### config.mk
export PLATFORM = sky130hd
export DESIGN_NAME = ram_arbiter
export DESIGN_NICKNAME = d
export VERILOG_FILES = /design/src/rtl/ram_arbiter.sv
export SDC_FILE = /design/constraint.sdc
export NUM_CORES = 1
export LEC_CHECK = 0
export BUFFER_PORTS_ARGS = -buffer_cell sky130_fd_sc_hd__clkbuf_2
export CAP_MARGIN = 10
export CELL_PAD_IN_SITES_DETAIL_PLACEMENT = 0
export CELL_PAD_IN_SITES_GLOBAL_PLACEMENT = 1
export CORE_MARGIN = 1.5
export CORE_UTILIZATION = 30
export DETAILED_ROUTE_END_ITERATION = 10
export GPL_TIMING_DRIVEN = 0
export PLACE_DENSITY = 0.79
export SLEW_MARGIN = 20
export SYNTH_ARGS = -nofsm -noshare
export SYNTH_HDL_FRONTEND = slang
export SYNTH_SLANG_ARGS = --single-unit
### constraint.sdc
create_clock -name clk -period 2.99 [get_ports clk]
set_clock_uncertainty 0.15 [all_clocks]
set_input_delay 0.598 -clock clk [delete_from_list [all_inputs] [get_ports clk]]
set_output_delay 0.598 -clock clk [all_outputs]
set_load 0.05 [all_outputs]
### src/rtl/ram_arbiter.sv
// Round-robin arbiter sharing one RAMControl port among N requesters.
// Each grant runs latch -> ramReady low -> ramReady high -> ack, with an optional ownership lock.
module ram_arbiter #(
    parameter int N       = 4,
    parameter int TIMEOUT = 255,
    parameter int TW      = 8,
    localparam int OW     = (N > 1) ? $clog2(N) : 1
) (
    input  logic            clk,
    input  logic            rst,
    input  logic [N-1:0]    req,
    input  logic [N-1:0]    lock,
    input  logic [N-1:0]    cmd,
    input  logic [23*N-1:0] addr,
    input  logic [16*N-1:0] wdata,
    output logic [N-1:0]    ack,
    output logic [N-1:0]    err,
    output logic [15:0]     rdata,
    output logic [OW-1:0]   owner,
    output logic            busy,
    output logic            ramInstruction,
    output logic            ramLatch,
    output logic [22:0]     ramBusAddr,
    output logic [15:0]     ramBusDataIn,
    input  logic [15:0]     ramBusDataOut,
    input  logic            ramReady
);

    typedef enum logic [2:0] {S_IDLE, S_ISSUE, S_WAIT_LOW, S_WAIT_HIGH, S_DONE} state_t;

    state_t        state_q, state_d;
    logic [OW-1:0] ptr_q, ptr_d, owner_q, owner_d;
    logic [TW-1:0] cnt_q, cnt_d, cnt_inc;
    logic          err_q, err_d, instr_q, instr_d;
    logic [15:0]   rdata_q, rdata_d, wdata_q, wdata_d;
    logic [22:0]   addr_q, addr_d;

    logic          grant_vld, g_instr, tmo;
    logic [OW-1:0] grant_idx, owner_nxt;
    logic [OW:0]   sum;
    logic [22:0]   g_addr;
    logic [15:0]   g_wdata;

    // Scan from the pointer downwards in reverse so the closest set request wins last.
    always_comb begin
        grant_vld = 1'b0;
        grant_idx = '0;
        sum       = '0;
        for (int k = N - 1; k >= 0; k--) begin
            sum = {1'b0, ptr_q} + (OW+1)'(k);
            if (sum >= (OW+1)'(N)) sum = sum - (OW+1)'(N);
            if (req[sum[OW-1:0]]) begin
                grant_vld = 1'b1;
                grant_idx = sum[OW-1:0];
            end
        end
    end

    always_comb begin
        g_instr = 1'b0;
        g_addr  = '0;
        g_wdata = '0;
        for (int i = 0; i < N; i++) begin
            if (grant_idx == OW'(i)) begin
                g_instr = cmd[i];
                g_addr  = addr[23*i +: 23];
                g_wdata = wdata[16*i +: 16];
            end
        end
    end

    // Counter saturates at TIMEOUT; tmo fires on the TIMEOUT-th cycle in a wait state.
    assign cnt_inc   = (cnt_q == TW'(TIMEOUT)) ? cnt_q : cnt_q + 1'b1;
    assign tmo       = (cnt_inc == TW'(TIMEOUT));
    assign owner_nxt = (owner_q == OW'(N - 1)) ? '0 : owner_q + 1'b1;

    always_comb begin
        state_d = state_q;
        ptr_d   = ptr_q;
        owner_d = owner_q;
        cnt_d   = cnt_q;
        err_d   = err_q;
        rdata_d = rdata_q;
        instr_d = instr_q;
        addr_d  = addr_q;
        wdata_d = wdata_q;
        case (state_q)
            S_IDLE: begin
                if (grant_vld && ramReady) begin
                    owner_d = grant_idx;
                    instr_d = g_instr;
                    addr_d  = g_addr;
                    wdata_d = g_wdata;
                    state_d = S_ISSUE;
                end
            end
            S_ISSUE: begin
                cnt_d   = '0;
                err_d   = 1'b0;
                state_d = S_WAIT_LOW;
            end
            S_WAIT_LOW: begin
                cnt_d = cnt_inc;
                if (!ramReady) begin
                    cnt_d   = '0;
                    state_d = S_WAIT_HIGH;
                end else if (tmo) begin
                    state_d = S_DONE;
                end
            end
            S_WAIT_HIGH: begin
                cnt_d = cnt_inc;
                if (ramReady) begin
                    if (!instr_q) rdata_d = ramBusDataOut;
                    state_d = S_DONE;
                end else if (tmo) begin
                    err_d   = 1'b1;
                    state_d = S_DONE;
                end
            end
            S_DONE: begin
                ptr_d   = (lock[owner_q] && req[owner_q]) ? owner_q : owner_nxt;
                state_d = S_IDLE;
            end
            default: state_d = S_IDLE;
        endcase
    end

    always_ff @(posedge clk or posedge rst) begin
        if (rst) begin
            state_q <= S_IDLE;
            ptr_q   <= '0;
            owner_q <= '0;
            cnt_q   <= '0;
            err_q   <= 1'b0;
            rdata_q <= '0;
            instr_q <= 1'b0;
            addr_q  <= '0;
            wdata_q <= '0;
        end else begin
            state_q <= state_d;
            ptr_q   <= ptr_d;
            owner_q <= owner_d;
            cnt_q   <= cnt_d;
            err_q   <= err_d;
            rdata_q <= rdata_d;
            instr_q <= instr_d;
            addr_q  <= addr_d;
            wdata_q <= wdata_d;
        end
    end

    always_comb begin
        ack = '0;
        err = '0;
        if (state_q == S_DONE) begin
            ack[owner_q] = 1'b1;
            err[owner_q] = err_q;
        end
    end

    assign busy           = (state_q != S_IDLE);
    assign ramLatch       = (state_q == S_ISSUE);
    assign rdata          = rdata_q;
    assign owner          = owner_q;
    assign ramInstruction = instr_q;
    assign ramBusAddr     = addr_q;
    assign ramBusDataIn   = wdata_q;

endmodule

# Yosys cells after proc, flatten, opt, wreduce, memory -nomap -nowiden
# Index checks and enable logic that the tools add are counted.
[classes]
multipliers = 0
bitwise = 2
add_sub_neg = 9
div_mod_pow = 0
reduce_logical = 11
n_eq_ne = 13
n_lt_le_gt_ge = 10
mux = 53
n_shift = 0
[ops]
columns = ["cell", "count"]
rows = [
  ["$mux W23", 4],
  ["$mux W16", 4],
  ["$pmux W8 S3", 1],
  ["$mux W2", 10],
  ["$mux W1", 17],
  ["$eq A8 B8 Y1 const B", 2],
  ["$mux W8", 2],
  ["$lt A2 B3 Y1 const B", 5],
  ["$bmux W1 S2", 6],
  ["$mux W3", 4],
  ["$pmux W3 S4", 1],
  ["$ge A3 B3 Y1 const B", 3],
  ["$add A8 B1 Y8 const B", 1],
  ["$mux W4", 2],
  ["$sub A2 B1 Y2 const B", 4],
  ["$add A2 B2 Y3 const B", 2],
  ["$eq A2 B2 Y1 const B", 3],
  ["$eq A3 B2 Y1 const B", 2],
  ["$ne A2 B2 Y1 const B", 3],
  ["$reduce_and A3 Y1", 2],
  ["$reduce_bool A3 Y1", 2],
  ["$and A4 B4 Y4", 1],
  ["$add A2 B1 Y3 const B", 1],
  ["$eq A3 B1 Y1 const B", 1],
  ["13 further kinds", 15],
]
[totals]
mem_bits_rw = 0
romBits = 0
latchBits = 0
word_cells = 107
register_bits = 72
n_memories = 0

# Depth between registers and ports, before layout
[logic_depth]
ltp_word = 14
depth_mapped = 8

# Worst setup path after synthesis
# No wires, ideal clock.
[synth_timing]
path_type = "reg-to-output"
startpoint = "register owner_q[0], in the netlist owner[0]"
endpoint = "output port err[3]"
arrival_ns = 1.973
slack_ns = 0.269
path_stages_with_launch = 4
path_cell_list = "dfrtp_1 > ha_1 > and3_1 > and2_1"
[synth_via]
elab_chain_cells = 6
word_cells_on_any_way = 7
cone_classes = "order compare (2); mux (3); bitwise (1); reduce/logical (1)"
[synth_lines]
columns = ["element", "line", "rtl"]
rows = [
  ["start: declaration", "32", "logic [OW-1:0] ptr_q, ptr_d, owner_q, owner_d;"],
  ["start signal: assignment", "143", "owner_q <= owner_d;"],
  ["$lt A2 B3 Y1 (implied by the code) or $ge A2 B1 Y1 (tied branches)", "158", "err[owner_q] = err_q;"],
  ["$logic_and A1 B1 Y1 (implied by the code)", "158", ""],
  ["$mux W1 (implied by the code)", "158", ""],
  ["$demux W1 S2 (*)", "158", ""],
  ["$and A4 B4 Y4 (no source line) (*)", "-", ""],
  ["$mux W4 (*)", "156", "if (state_q == S_DONE) begin"],
  ["end: declaration", "17", "output logic [N-1:0] err,"],
]
# Mark *: on every way between the ends. The rest lies on a longest branch, timed or not.

# Worst setup path in the final report
[layout_timing]
startpoint = "register owner_q[0], in the netlist owner[0]"
endpoint = "output port err[2]"
# The elaborated chain is that of the path after synthesis.

==> flow_metrics.py <==
metrics = {
    "synthesis": {
        "synth_top_area_share_pct": 38.2,
        "synth_area_um2": 4720,
        "avgSynthCellArea_um2": 11.3,
        "yosysSeqAreaShare_pct": 38.2,
        "netlist_top_cells_area": "dfrtp_1 (38%), mux2i_1 (16%), a221oi_2 (11%)",
        "ys_warn_count": 0,
        "syn_inst": 419,
        "yosys.area.top_type": "dfrtp_1",
        "async_flop_share_pct": 100,
        "synth_edf_count": 0,
        "yosysMostFrequentCell": "mux2i_1",
        "yosysUniqueCellTypes": 59,
        "synth_common_cells": "mux2i_1 (77), dfrtp_1 (72), nor2_1 (47), a221oi_2 (35), mux2_2 (22)",
        "synthesis.nets": 611,
        "synth_seq_cells": 72,
        "synth_flop_cell": "dfrtp_1",
    },
    "final_layout": {
        "antenna_cells": 0,
        "syn_to_final_growth_pct": 39.7,
        "fin_nets": 876,
        "final_area_um2": 6590,
        "drive_gt1_share_pct": 53.7,
        "fin_util_pct": 43.2,
    },
    "routing": {
        "drc": 0,
        "num_vias": 4455,
        "wl_per_cell_um": 16.3,
        "drtPass1Iterations": 4,
        "drt_wl_total_um": 14700,
        "antenna_left": 0,
        "drt_iter0_drc": 161,
        "viasPerCell": 4.95,
    },
    "sta": {
        "fmax_ghz": 0.395,
        "tightest_slew_ps": 619,
        "relSlewSlack_pct": 58.5,
        "rsz0062_at_grt": "no",
        "worst_hold_slack_ps": 141,
        "setup-violations-final": 0,
        "min_period_ps": 2530,
        "finalHoldViolCount": 0,
        "finalMaxSlewViolations": 0,
        "fin_crit_sh_pct": 84.7,
    },
    "floorplan": {
        "initial_core_util_pct": 30.9,
        "num_io_pins": 255,
        "rows": 45,
        "core-area_um2": 15300,
        "dieArea_um2": 16500,
        "die-width_um": 128,
        "die_h_um": 128,
    },
    "global_route": {
        "grt_max_degree": 39,
        "gr-total-overflow": 0,
        "grt_use_total_pct": 17.2,
        "grt_antenna_before_repair": 0,
        "grt_pass1_vias": 4289,
        "grt_pass1_wl_um": 21900,
    },
    "cts": {
        "ctsHtreeMaxLevel": 3,
        "clk_pin_slew_ps": 60,
        "cts_root_buf": "clkbuf_16",
        "cts_tree": "done",
        "cts_buffers": 9,
        "cts_setup_buffers": 0,
        "cts_resized": 0,
        "clock_latency_ps": 330,
        "cts.sinks": 72,
        "cts_max_path_buffers": 2,
        "hold_buffers": 0,
    },
    "min_path": {
        "min_path_type": "in2async",
    },
    "worst_setup_path": {
        "r2r_slack_ps": 680,
        "crit_type": "reg2out",
        "worstPathCellList": "inv_1, ha_1, and3_1, and2_1, clkbuf_2",
        "slowest_stage": "dfrtp_1",
        "crit_family": "flip-flops",
        "slowest_delay_ps": 530,
        "end_kind": "primary output",
        "crit_arrival_ps": 1780,
        "r2r-start": "cnt_q[0]$_DFFE_PP0P_",
        "cp.depth": 5,
        "required_ps": 2240,
        "setup.worst_path.start": "owner[0]$_DFFE_PP0P_",
        "crit_fanout": 11,
        "cp-start-kind": "flop",
        "timing.rr.end": "state_q[2]$_DFFE_PP0P_",
        "path_buf_inv": 2,
        "crit_end": "err[2]",
        "ff2ff_path_depth": 7,
    },
    "placed_design": {
        "port_buffers": 253,
        "dp_hpwl_um": 11700,
        "placed_area_um2": 6270,
        "gp_congestion": 0.842,
    },
    "pwr": {
        "p_leak_nw": 3.38,
        "ir_worst_vdd_mv": 0.721,
        "power_density_nw_per_um2": 1050,
    },
    "outcome": {
        "outcome": "completed",
    },
    "run": {
        "drv_cap": 0,
    },
}
-- layout by cell type (no fill, tap or decap), types with 4 or more instances in the layout --
| cell | instances |
|---|---|
| a21oi_1 | 12 |
| a221oi_2 | 35 |
| and2_1 | 8 |
| and3_1 | 5 |
| buf_12 | 4 |
| buf_2 | 13 |
| buf_4 | 5 |
| buf_6 | 9 |
| clkbuf_16 | 9 |
| clkbuf_2 | 253 |
| dfrtp_1 | 72 |
| ha_1 | 5 |
| inv_1 | 5 |
| mux2_2 | 22 |
| mux2i_1 | 77 |
| nand2_1 | 18 |
| nand2b_1 | 4 |
| nand3_1 | 4 |
| nand4_1 | 5 |
| nor2_1 | 47 |
| nor3_1 | 4 |
| o21ai_0 | 8 |
-- layer usage --
layer | vias to the layer above | track usage, % | share of wire [%]
li1 | 2126 | - | -
met1 | 2121 | 19.3 | 40
met2 | 193 | 31.1 | 50
met3 | 15 | 5.78 | 7.1
met4 | 0 | 5.16 | 2.3
met5 | - | 0 | 0
-- cell type report --
| type | count | area, µm² |
|---|---|---|
| clock buffer | 10 | 239 |
| multi-input combinational | 307 | 2620 |
| tap | 211 | 264 |
| sequential | 72 | 1800 |
| timing repair buffer | 254 | 1290 |
| fill | 1469 | 8670 |
| buffer | 34 | 279 |
| clock inverter | 6 | 82.6 |
| inverter | 6 | 25.0 |
-- registers in the layout, summed over array words and instances, names as in the netlist --
register,cells
ramBusAddr,23
ramBusDataIn,16
rdata,16
cnt_q,8
state_q,3
owner,2
ptr_q,2
err_q,1
ramInstruction,1
-- kinds of logic after synthesis --
kind of cell | count (synthesis) | share of synthesized area [%]
AO/OA/AOI/OAI | 87 | 19.4
adder cells (fa/ha/maj) | 5 | 1.33
buffers and inverters | 40 | 6.39
flip-flops | 72 | 38.2
multiplexers | 99 | 21.6
AND/OR/NAND/NOR | 116 | 13.1
-- power breakdown --
group	total [mW]	internal, mW	switching (mW)
logic	4.09	1.34	2.75
clock network	1.16	0.748	0.415
registers	1.70	1.41	0.290
total	6.96	3.50	3.46
-- worst min path at each step --
stage                                       end  slack [ps]
after CTS                 rdata[12]$_DFFE_PP0P_         140
after floorplan               err_q$_DFFE_PP0P_         340
after global placement     rdata[8]$_DFFE_PP0P_         340
after global routing      rdata[12]$_DFFE_PP0P_         170
after detailed placement  rdata[10]$_DFFE_PP0P_         350
final                     rdata[12]$_DFFE_PP0P_         140
-- stage by stage --
stage          total power [mW]  cells  setup TNS, ps  setup slack, ps
3_5_place_dp               5.84    884              0              550
4_1_cts                    7.03    900              0              444
5_1_grt                    7.35    900              0              391
6_report                   6.96    900              0              459
3_3_place_gp               5.75    883         -41850             -587
2_1_floorplan              4.81    419              0              269
(Power assumes the default switching activity.)
